[src/rtl/PARAMS_pkg.sv]
// Shared widths and enums for the memory arbiter: FSM states and access owner.
package PARAMS_pkg;

  localparam int WD_SIZE    = 32;
  localparam int INSTR_SIZE = 32;

  typedef enum logic [1:0] {
    IDLE  = 2'd0,
    ISSUE = 2'd1,
    WAIT  = 2'd2,
    RESP  = 2'd3
  } arb_state_t;

  typedef enum logic {
    OWN_I = 1'b0,
    OWN_D = 1'b1
  } arb_owner_t;

endpackage

[src/rtl/mem_arbiter.sv]
// Single-port memory arbiter between a fetch (i_*) and a data (d_*) requester.
// Optional MEM_ARB_STARVE_GUARD_EN bounds how long fetch can be starved by data.
module mem_arbiter
  import PARAMS_pkg::*;
#(
  parameter int ADDR_W     = INSTR_SIZE,
  parameter int DATA_W     = WD_SIZE,
  parameter int MEM_LAT    = 1,
  parameter int STARVE_MAX = 4
) (
  input  logic              clk,
  input  logic              reset,
  input  logic              i_req,
  input  logic [ADDR_W-1:0] i_addr,
  input  logic              i_kill,
  output logic              i_ack,
  output logic [DATA_W-1:0] i_rdata,
  input  logic              d_req,
  input  logic              d_rd_wr,
  input  logic [ADDR_W-1:0] d_addr,
  input  logic [DATA_W-1:0] d_wdata,
  output logic              d_ack,
  output logic [DATA_W-1:0] d_rdata,
  output logic              mem_op_en,
  output logic              mem_rd_wr,
  output logic [ADDR_W-1:0] mem_addr,
  output logic [DATA_W-1:0] mem_wr_data,
  input  logic [DATA_W-1:0] mem_rd_data,
  output logic              busy
);

  localparam logic [2:0] LAT = 3'(MEM_LAT);

  arb_state_t        state_q, state_d;
  arb_owner_t        owner_q, owner_d;
  logic              rd_wr_q, rd_wr_d;
  logic [2:0]        wait_cnt_q, wait_cnt_d;
  logic              kill_q, kill_d;
  logic              mem_op_en_q, mem_op_en_d;
  logic              mem_rd_wr_q, mem_rd_wr_d;
  logic [ADDR_W-1:0] mem_addr_q, mem_addr_d;
  logic [DATA_W-1:0] mem_wr_data_q, mem_wr_data_d;
  logic              i_ack_q, i_ack_d;
  logic [DATA_W-1:0] i_rdata_q, i_rdata_d;
  logic              d_ack_q, d_ack_d;
  logic [DATA_W-1:0] d_rdata_q, d_rdata_d;
  logic              busy_q, busy_d;
  logic              data_wins;

`ifdef MEM_ARB_STARVE_GUARD_EN
  localparam logic [2:0] STARVE_LIM = 3'(STARVE_MAX);
  logic [2:0] starve_q, starve_d;

  // Counter counts data grants that overtook a waiting fetch; at the limit fetch wins once.
  always_comb begin
    data_wins = d_req && !(i_req && (starve_q == STARVE_LIM));
    starve_d  = starve_q;
    if ((state_q == IDLE) && (i_req || d_req)) begin
      if (!data_wins) begin
        starve_d = '0;
      end else if (i_req) begin
        starve_d = starve_q + 3'd1;
      end
    end
  end

  always_ff @(posedge clk) begin
    if (reset) begin
      starve_q <= '0;
    end else begin
      starve_q <= starve_d;
    end
  end
`else
  logic unused_starve;
  assign data_wins     = d_req;
  assign unused_starve = ^3'(STARVE_MAX);
`endif

  always_comb begin
    state_d       = state_q;
    owner_d       = owner_q;
    rd_wr_d       = rd_wr_q;
    wait_cnt_d    = wait_cnt_q;
    kill_d        = kill_q;
    mem_op_en_d   = 1'b0;
    mem_rd_wr_d   = mem_rd_wr_q;
    mem_addr_d    = mem_addr_q;
    mem_wr_data_d = mem_wr_data_q;
    i_ack_d       = 1'b0;
    i_rdata_d     = i_rdata_q;
    d_ack_d       = 1'b0;
    d_rdata_d     = d_rdata_q;
    busy_d        = busy_q;

    case (state_q)
      IDLE: begin
        if (i_req || d_req) begin
          state_d     = ISSUE;
          busy_d      = 1'b1;
          kill_d      = 1'b0;
          mem_op_en_d = 1'b1;
          if (data_wins) begin
            owner_d       = OWN_D;
            rd_wr_d       = d_rd_wr;
            mem_rd_wr_d   = d_rd_wr;
            mem_addr_d    = d_addr;
            mem_wr_data_d = d_wdata;
          end else begin
            owner_d       = OWN_I;
            rd_wr_d       = 1'b0;
            mem_rd_wr_d   = 1'b0;
            mem_addr_d    = i_addr;
            mem_wr_data_d = '0;
          end
        end
      end
      ISSUE: begin
        state_d    = WAIT;
        wait_cnt_d = 3'd1;
        if ((owner_q == OWN_I) && i_kill) kill_d = 1'b1;
      end
      WAIT: begin
        if ((owner_q == OWN_I) && i_kill) kill_d = 1'b1;
        if (wait_cnt_q == LAT) begin
          // Last wait cycle: memory data is valid now, so the ack is formed here.
          state_d = RESP;
          if (owner_q == OWN_D) begin
            d_ack_d   = 1'b1;
            d_rdata_d = rd_wr_q ? '0 : mem_rd_data;
          end else if (!(kill_q || i_kill)) begin
            i_ack_d   = 1'b1;
            i_rdata_d = mem_rd_data;
          end
        end else begin
          wait_cnt_d = wait_cnt_q + 3'd1;
        end
      end
      RESP: begin
        state_d = IDLE;
        busy_d  = 1'b0;
      end
      default: state_d = IDLE;
    endcase
  end

  always_ff @(posedge clk) begin
    if (reset) begin
      state_q       <= IDLE;
      owner_q       <= OWN_I;
      rd_wr_q       <= 1'b0;
      wait_cnt_q    <= '0;
      kill_q        <= 1'b0;
      mem_op_en_q   <= 1'b0;
      mem_rd_wr_q   <= 1'b0;
      mem_addr_q    <= '0;
      mem_wr_data_q <= '0;
      i_ack_q       <= 1'b0;
      i_rdata_q     <= '0;
      d_ack_q       <= 1'b0;
      d_rdata_q     <= '0;
      busy_q        <= 1'b0;
    end else begin
      state_q       <= state_d;
      owner_q       <= owner_d;
      rd_wr_q       <= rd_wr_d;
      wait_cnt_q    <= wait_cnt_d;
      kill_q        <= kill_d;
      mem_op_en_q   <= mem_op_en_d;
      mem_rd_wr_q   <= mem_rd_wr_d;
      mem_addr_q    <= mem_addr_d;
      mem_wr_data_q <= mem_wr_data_d;
      i_ack_q       <= i_ack_d;
      i_rdata_q     <= i_rdata_d;
      d_ack_q       <= d_ack_d;
      d_rdata_q     <= d_rdata_d;
      busy_q        <= busy_d;
    end
  end

  assign i_ack       = i_ack_q;
  assign i_rdata     = i_rdata_q;
  assign d_ack       = d_ack_q;
  assign d_rdata     = d_rdata_q;
  assign mem_op_en   = mem_op_en_q;
  assign mem_rd_wr   = mem_rd_wr_q;
  assign mem_addr    = mem_addr_q;
  assign mem_wr_data = mem_wr_data_q;
  assign busy        = busy_q;

endmodule

[config.mk]
export PLATFORM = sky130hd
export DESIGN_NAME = mem_arbiter
export DESIGN_NICKNAME = d
export VERILOG_FILES = /design/src/rtl/PARAMS_pkg.sv /design/src/rtl/mem_arbiter.sv
export SDC_FILE = /design/constraint.sdc
export NUM_CORES = 1
export LEC_CHECK = 0
export BUFFER_PORTS_ARGS = -buffer_cell sky130_fd_sc_hd__buf_4
export CORE_MARGIN = 2
export CORE_UTILIZATION = 37
export CTS_CLUSTER_SIZE = 14
export DETAILED_ROUTE_END_ITERATION = 10
export PLACE_DENSITY_LB_ADDON = 0.25
export SKIP_LAST_GASP = 1
export SLEW_MARGIN = 15
export SYNTH_ARGS = -nofsm -noshare
export SYNTH_HDL_FRONTEND = slang
export SYNTH_SLANG_ARGS = --single-unit
[constraint.sdc]
create_clock -name clk -period 2.65 [get_ports clk]
set_clock_uncertainty 0.05 [all_clocks]
set_input_delay 0.53 -clock clk [delete_from_list [all_inputs] [get_ports clk]]
set_output_delay 0.53 -clock clk [all_outputs]
set_load 0.01 [all_outputs]
==> results.json, run 1 <==
{
  "final_common_cell": "buf_4",
  "p_leak_nw": 3.66,
  "cp_max_fo": 33,
  "crit-reg2reg-launch": "state_q[0]",
  "die_y_um": 127,
  "pwr_density_cell_nw_per_um2": 854,
  "tns_ns": 0,
  "clockRootBuffer": "clkbuf_16",
  "hold_start": "mem_rd_data[26]",
  "track_usage_pct": 19.3,
  "synth_fp_nets": 770,
  "maxCapViolCount": 0,
  "antenna_found_initial": 0,
  "path_depth": 6,
  "cts_tree": "built",
  "relSlewSlack_pct": 39.6,
  "ctsResizeCount": 0,
  "reg2reg_to": "i_rdata[24]",
  "ys_seq_area_share_pct": 49.8,
  "ys.warnings.count": 0,
  "grt_setup_unrepaired": "no",
  "place_area_um2": 7720,
  "worstPathCellList": "inv_1 > ha_1 > nand3b_4 > nor4_4 > buf_4 > mux2i_1",
  "antennaDiodeCount": 0,
  "post_drt_via_cell_ratio": 4.86,
  "finalCritPeriodShare_pct": 73.6,
  "synth.avg_cell_area_um2": 8.94,
  "final_cell_mix": "buf_4 (274), dfxtp_1 (140), nand2_1 (134)",
  "cts_inserted_buffers": 17,
  "status": "complete, no violations",
  "end_kind": "flip-flop",
  "fillers": 1424,
  "finish.instance_area_um2": 8360,
  "h-tree-depth": 4,
  "grt.overflow.total": 0,
  "slew_viol_final": 0,
  "reg2reg_setup_slack_ns": 0.70,
  "total_power_w": 0.00714,
  "ant_nets": 0,
  "worstRegToRegCells": 6,
  "drive_above_1_share_pct": 35.5,
  "route.detailed.drc": 0,
  "cp.arrival_ns": 2.24,
  "ir_worst_vdd_v": 0.000502,
  "port_buffers": 266,
  "slowest_delay_ns": 0.51,
  "rows": 45,
  "route.vias.total": 5209,
  "grt_max_degree": 72,
  "post-route-util_pct": 55.6,
  "cts.clk_slew.worst_paths_ns": 0.06,
  "grt_first_pass_wirelength_um": 25100,
  "critical_path_buf_inv_count": 2,
  "synth_seq_cells": 140,
  "worst_pin_slew_ns": 0.906,
  "place_congestion": 0.770,
  "clockBufferDepth": 2,
  "drt_wl_total_um": 15600,
  "layout_min_cycle_time_ns": 1.95,
  "drtIter0Drc": 221,
  "syn_area_um2": 5630,
  "cp_slowest_cell": "buf_4",
  "area_delta_synth_final_pct": 48.5,
  "grt_pass1_vias": 5092,
  "die_area_um2": 16200,
  "clk_latency_ns": 0.41,
  "start_util_pct": 37.5,
  "path_class": "reg2reg",
  "clock_sinks": 140,
  "cts_hold_buf": 0,
  "dp_hpwl_um": 10700,
  "post_cts_buffers": 0,
  "hold_violations": 0,
  "synth.distinct_cells": 31,
  "syn_inst": 630,
  "max_freq_mhz": 513,
  "worstPathRequired_ns": 2.94,
  "fp.coreArea_um2": 15000,
  "wire_per_inst_um": 14.6,
  "setup_viol": 0,
  "ioPinCount": 267,
  "die_w_um": 127,
  "cp_top_family": "buffers and inverters",
  "holdPathEnd": "i_rdata[26]",
  "holdCritPathClass": "in2reg",
  "nNetsFinal": 1011,
  "dr.pass1.iters": 6,
  "critPathLaunchType": "flip-flop",
  "min_path_cells": 3
}
[power breakdown]
part           internal, W  leakage (nW)  switching [W]  total, W
Combinational     0.000893          2.22        0.00110   0.00199
Clock              0.00163         0.302       0.000923   0.00255
Sequential         0.00242          1.14       0.000177   0.00260
Total              0.00494          3.66        0.00220   0.00714
[worst max path at each step]
| stage | startpoint | to | slack [ns] |
|---|---|---|---|
| after floorplan | state_q[0] | i_rdata[10] | 1.02 |
| after detailed placement | d_req | mem_wr_data[11] | 0.54 |
| after CTS | state_q[0] | i_rdata[8] | 0.68 |
| after global placement | d_req | mem_wr_data[1] | 0.58 |
| after global routing | state_q[0] | i_rdata[2] | 0.52 |
| final | state_q[0] | i_rdata[24] | 0.70 |
[metal layers]
metal / global-route usage, % / wire length [um]
met1: 22.9 / 6600
met2: 32.2 / 7460
met3: 6.91 / 1330
met4: 7.30 / 246
met5: 0 / 0
[worst min-delay path, stage by stage]
cell     delay, ns
buf_4         0.11
nand2_1       0.05
mux2i_1       0.05
[cells by family after synthesis]
group | share of synthesized area, %
flip-flops | 49.8
adder cells (fa/ha/maj) | 1.33
buffers and inverters | 5.07
multiplexers | 11.6
AO/OA/AOI/OAI | 11.7
AND/OR/NAND/NOR | 20.6
[Yosys cell counts]
master / count / area [um2]
dfxtp_1: 140 / 2800
nand2_1: 134 / 503
a21oi_1: 70 / 350
mux2i_1: 65 / 651
nor2_1: 38 / 143
a211oi_1: 34 / 255
nand3_1: 33 / 165
nand3b_1: 32 / 240
clkbuf_1: 27 / 101
buf_2: 15 / 75.1
ha_1: 6 / 75.1
buf_1: 5 / 18.8
buf_4: 5 / 37.5
inv_1: 4 / 15.0
buf_6: 3 / 33.8
nand4b_1: 2 / 17.5
o21a_1: 2 / 15.0
o21ai_0: 2 / 10.0
a21boi_0: 1 / 7.51
a32o_1: 1 / 10.0
and2_1: 1 / 6.26
and3_1: 1 / 6.26
and4b_1: 1 / 10.0
inv_2: 1 / 3.75
nand2b_1: 1 / 6.26
nand3b_4: 1 / 20.0
nand4_1: 1 / 6.26
nor2b_1: 1 / 6.26
nor4_4: 1 / 21.3
o21ai_2: 1 / 8.76
or3b_1: 1 / 8.76
[metrics by stage]
stage / setup WS (ns) / cells / hold slack, ns
after floorplan: 1.02 / 630 / 0.418
after global placement: 0.584 / 1040 / 0.390
after detailed placement: 0.542 / 1040 / 0.394
after CTS: 0.684 / 1072 / 0.304
after global routing: 0.524 / 1072 / 0.314
final: 0.700 / 1072 / 0.323
[sequential cells by signal (all words and copies together), names as in the netlist]
register / count
d_rdata: 32
i_rdata: 32
mem_addr: 32
mem_wr_data: 32
wait_cnt_q: 3
state_q: 2
busy: 1
d_ack: 1
i_ack: 1
kill_q: 1
mem_op_en: 1
mem_rd_wr: 1
owner_q: 1
[layout make-up]
type	instances	area (um2)	area share (%)
multi-input cells	430	2540	30.4
inverters	5	18.8	0.224
repair buffers	277	2120	25.3
well taps	188	235	2.81
clock buffers	19	453	5.42
clock inverters	13	190	2.27
flip-flops and latches	140	2800	33.5
(Power assumes the default switching activity.)
==> run 2: changes to the inputs <==
Clock period 2.65 ns to 1.85 ns, I/O delays scaled along.
==> run 2 against run 1 <==
Net effect:
- non-clock buffer count up 4
- routed wire length grew 0.29%
- setup slack lost 0.55 ns
- power is 41% higher
- sequential share of layout area fell by 0.13 points
- sequential power increased by 43%
- combinational power grew 45%
- clock power grew 37%
- final cell count increased by 0.37%
- critical path depth down 1
- core utilization increased by 0.22 points
- cell area up 0.40%
- critical endpoint is now i_rdata[20]
==> results.json, run 2 (synthesized netlist as in run 1, its figures left out) <==
{
  "status": "complete, no violations",
  "final_cell_mix": "buf_4 (275), dfxtp_1 (140), nand2_1 (134)",
  "h-tree-depth": 4,
  "route.vias.total": 5235,
  "grt_setup_unrepaired": "no",
  "cp_slowest_cell": "dfxtp_1",
  "clockBufferDepth": 2,
  "fp.coreArea_um2": 15000,
  "worstPathRequired_ns": 2.14,
  "worst_pin_slew_ns": 0.458,
  "drive_above_1_share_pct": 35.9,
  "drtIter0Drc": 275,
  "area_delta_synth_final_pct": 49.1,
  "drt_wl_total_um": 15700,
  "nNetsFinal": 1015,
  "maxCapViolCount": 0,
  "ctsResizeCount": 0,
  "path_class": "reg2reg",
  "end_kind": "flip-flop",
  "tns_ns": 0,
  "post_cts_buffers": 0,
  "die_area_um2": 16200,
  "layout_min_cycle_time_ns": 1.70,
  "cp_top_family": "flip-flops",
  "clock_sinks": 140,
  "final_common_cell": "buf_4",
  "hold_violations": 0,
  "pwr_density_cell_nw_per_um2": 1200,
  "critPathLaunchType": "flip-flop",
  "die_y_um": 127,
  "place_inst": 1044,
  "max_freq_mhz": 589,
  "start_util_pct": 37.5,
  "slew_viol_final": 0,
  "clk_latency_ns": 0.41,
  "clockRootBuffer": "clkbuf_16",
  "wire_per_inst_um": 14.6,
  "holdCritPathClass": "in2reg",
  "reg2reg_setup_slack_ns": 0.15,
  "cts_tree": "built",
  "cts_hold_buf": 0,
  "slowest_delay_ns": 0.39,
  "setup_viol": 0,
  "relSlewSlack_pct": 69.5,
  "track_usage_pct": 19.0,
  "whs_ns": 0.164,
  "ioPinCount": 267,
  "cp_max_fo": 33,
  "final_cells": 1076,
  "place_congestion": 0.754,
  "grt_max_degree": 69,
  "die_w_um": 127,
  "rows": 45,
  "dr.pass1.iters": 4,
  "post_drt_via_cell_ratio": 4.87,
  "cts.clk_slew.worst_paths_ns": 0.06,
  "p_leak_nw": 3.68,
  "port_buffers": 266,
  "ir_worst_vdd_v": 0.000640,
  "cp.arrival_ns": 1.98,
  "cts_inserted_buffers": 17,
  "worstPathCellList": "ha_1 > nand3b_4 > nor4_4 > buf_12 > mux2i_1",
  "antenna_found_initial": 0,
  "ant_nets": 0,
  "grt_first_pass_wirelength_um": 24500,
  "antennaDiodeCount": 0,
  "grt.overflow.total": 0,
  "critical_path_buf_inv_count": 1,
  "finalCritPeriodShare_pct": 91.7,
  "grt_pass1_vias": 4867,
  "dp_hpwl_um": 10800,
  "route.detailed.drc": 0
}
[run 2: per-stage QoR]
step                      setup WS [ns]  cell area, um2  utilization, %  total power [W]
after floorplan                   0.220            5630               -          0.00544
after CTS                        0.0734            8390            55.8           0.0102
after global routing             0.0397            8390            55.8           0.0107
after global placement            0.183            7780            51.8          0.00666
final                             0.153            8390            55.8           0.0101
after detailed placement          0.103            7780            51.8          0.00668
[run 2: where the power goes]
part	total, W	switching (W)	internal [W]
combinational	0.00289	0.00158	0.00131
sequential	0.00371	0.000249	0.00346
clock	0.00349	0.00133	0.00216
[run 2: path summary, 6_finish.rpt]
kind | from | to | cells after the start
worst max-delay path | wait_cnt_q[0] | i_rdata[20] | 5
worst min-delay path | mem_rd_data[22] | i_rdata[22] | 3
worst max register to register | wait_cnt_q[0] | i_rdata[20] | 5
worst min register to register | d_rdata[11] | d_rdata[11] | 2
[run 2: worst register-to-register path, delay by kind of cell, from the launching register on]
family	cells	cell delay [ns]
adders and majority gates	1	0.30
buffers and inverters	1	0.30
DFF	1	0.39
muxes	1	0.25
and+or+nand+nor	2	0.33
[run 2: routing by layer]
| layer | part of all wire, % | GRT usage, % | up-vias |
|---|---|---|---|
| met5 | 0 | 0 | - |
| met4 | 1.9 | 7.43 | 0 |
| met3 | 7.8 | 6.57 | 25 |
| met2 | 46 | 30.0 | 198 |
| met1 | 44 | 23.8 | 2357 |
| li1 | - | - | 2655 |
[run 2: area by class of cell]
class | count | area, um2
clock buffers | 18 | 439
clock inverters | 14 | 168
repair buffers | 281 | 2180
flip-flops and latches | 140 | 2800
inverters | 5 | 18.8
multi-input cells | 430 | 2550
well taps | 188 | 235
fillers | 1414 | 6640
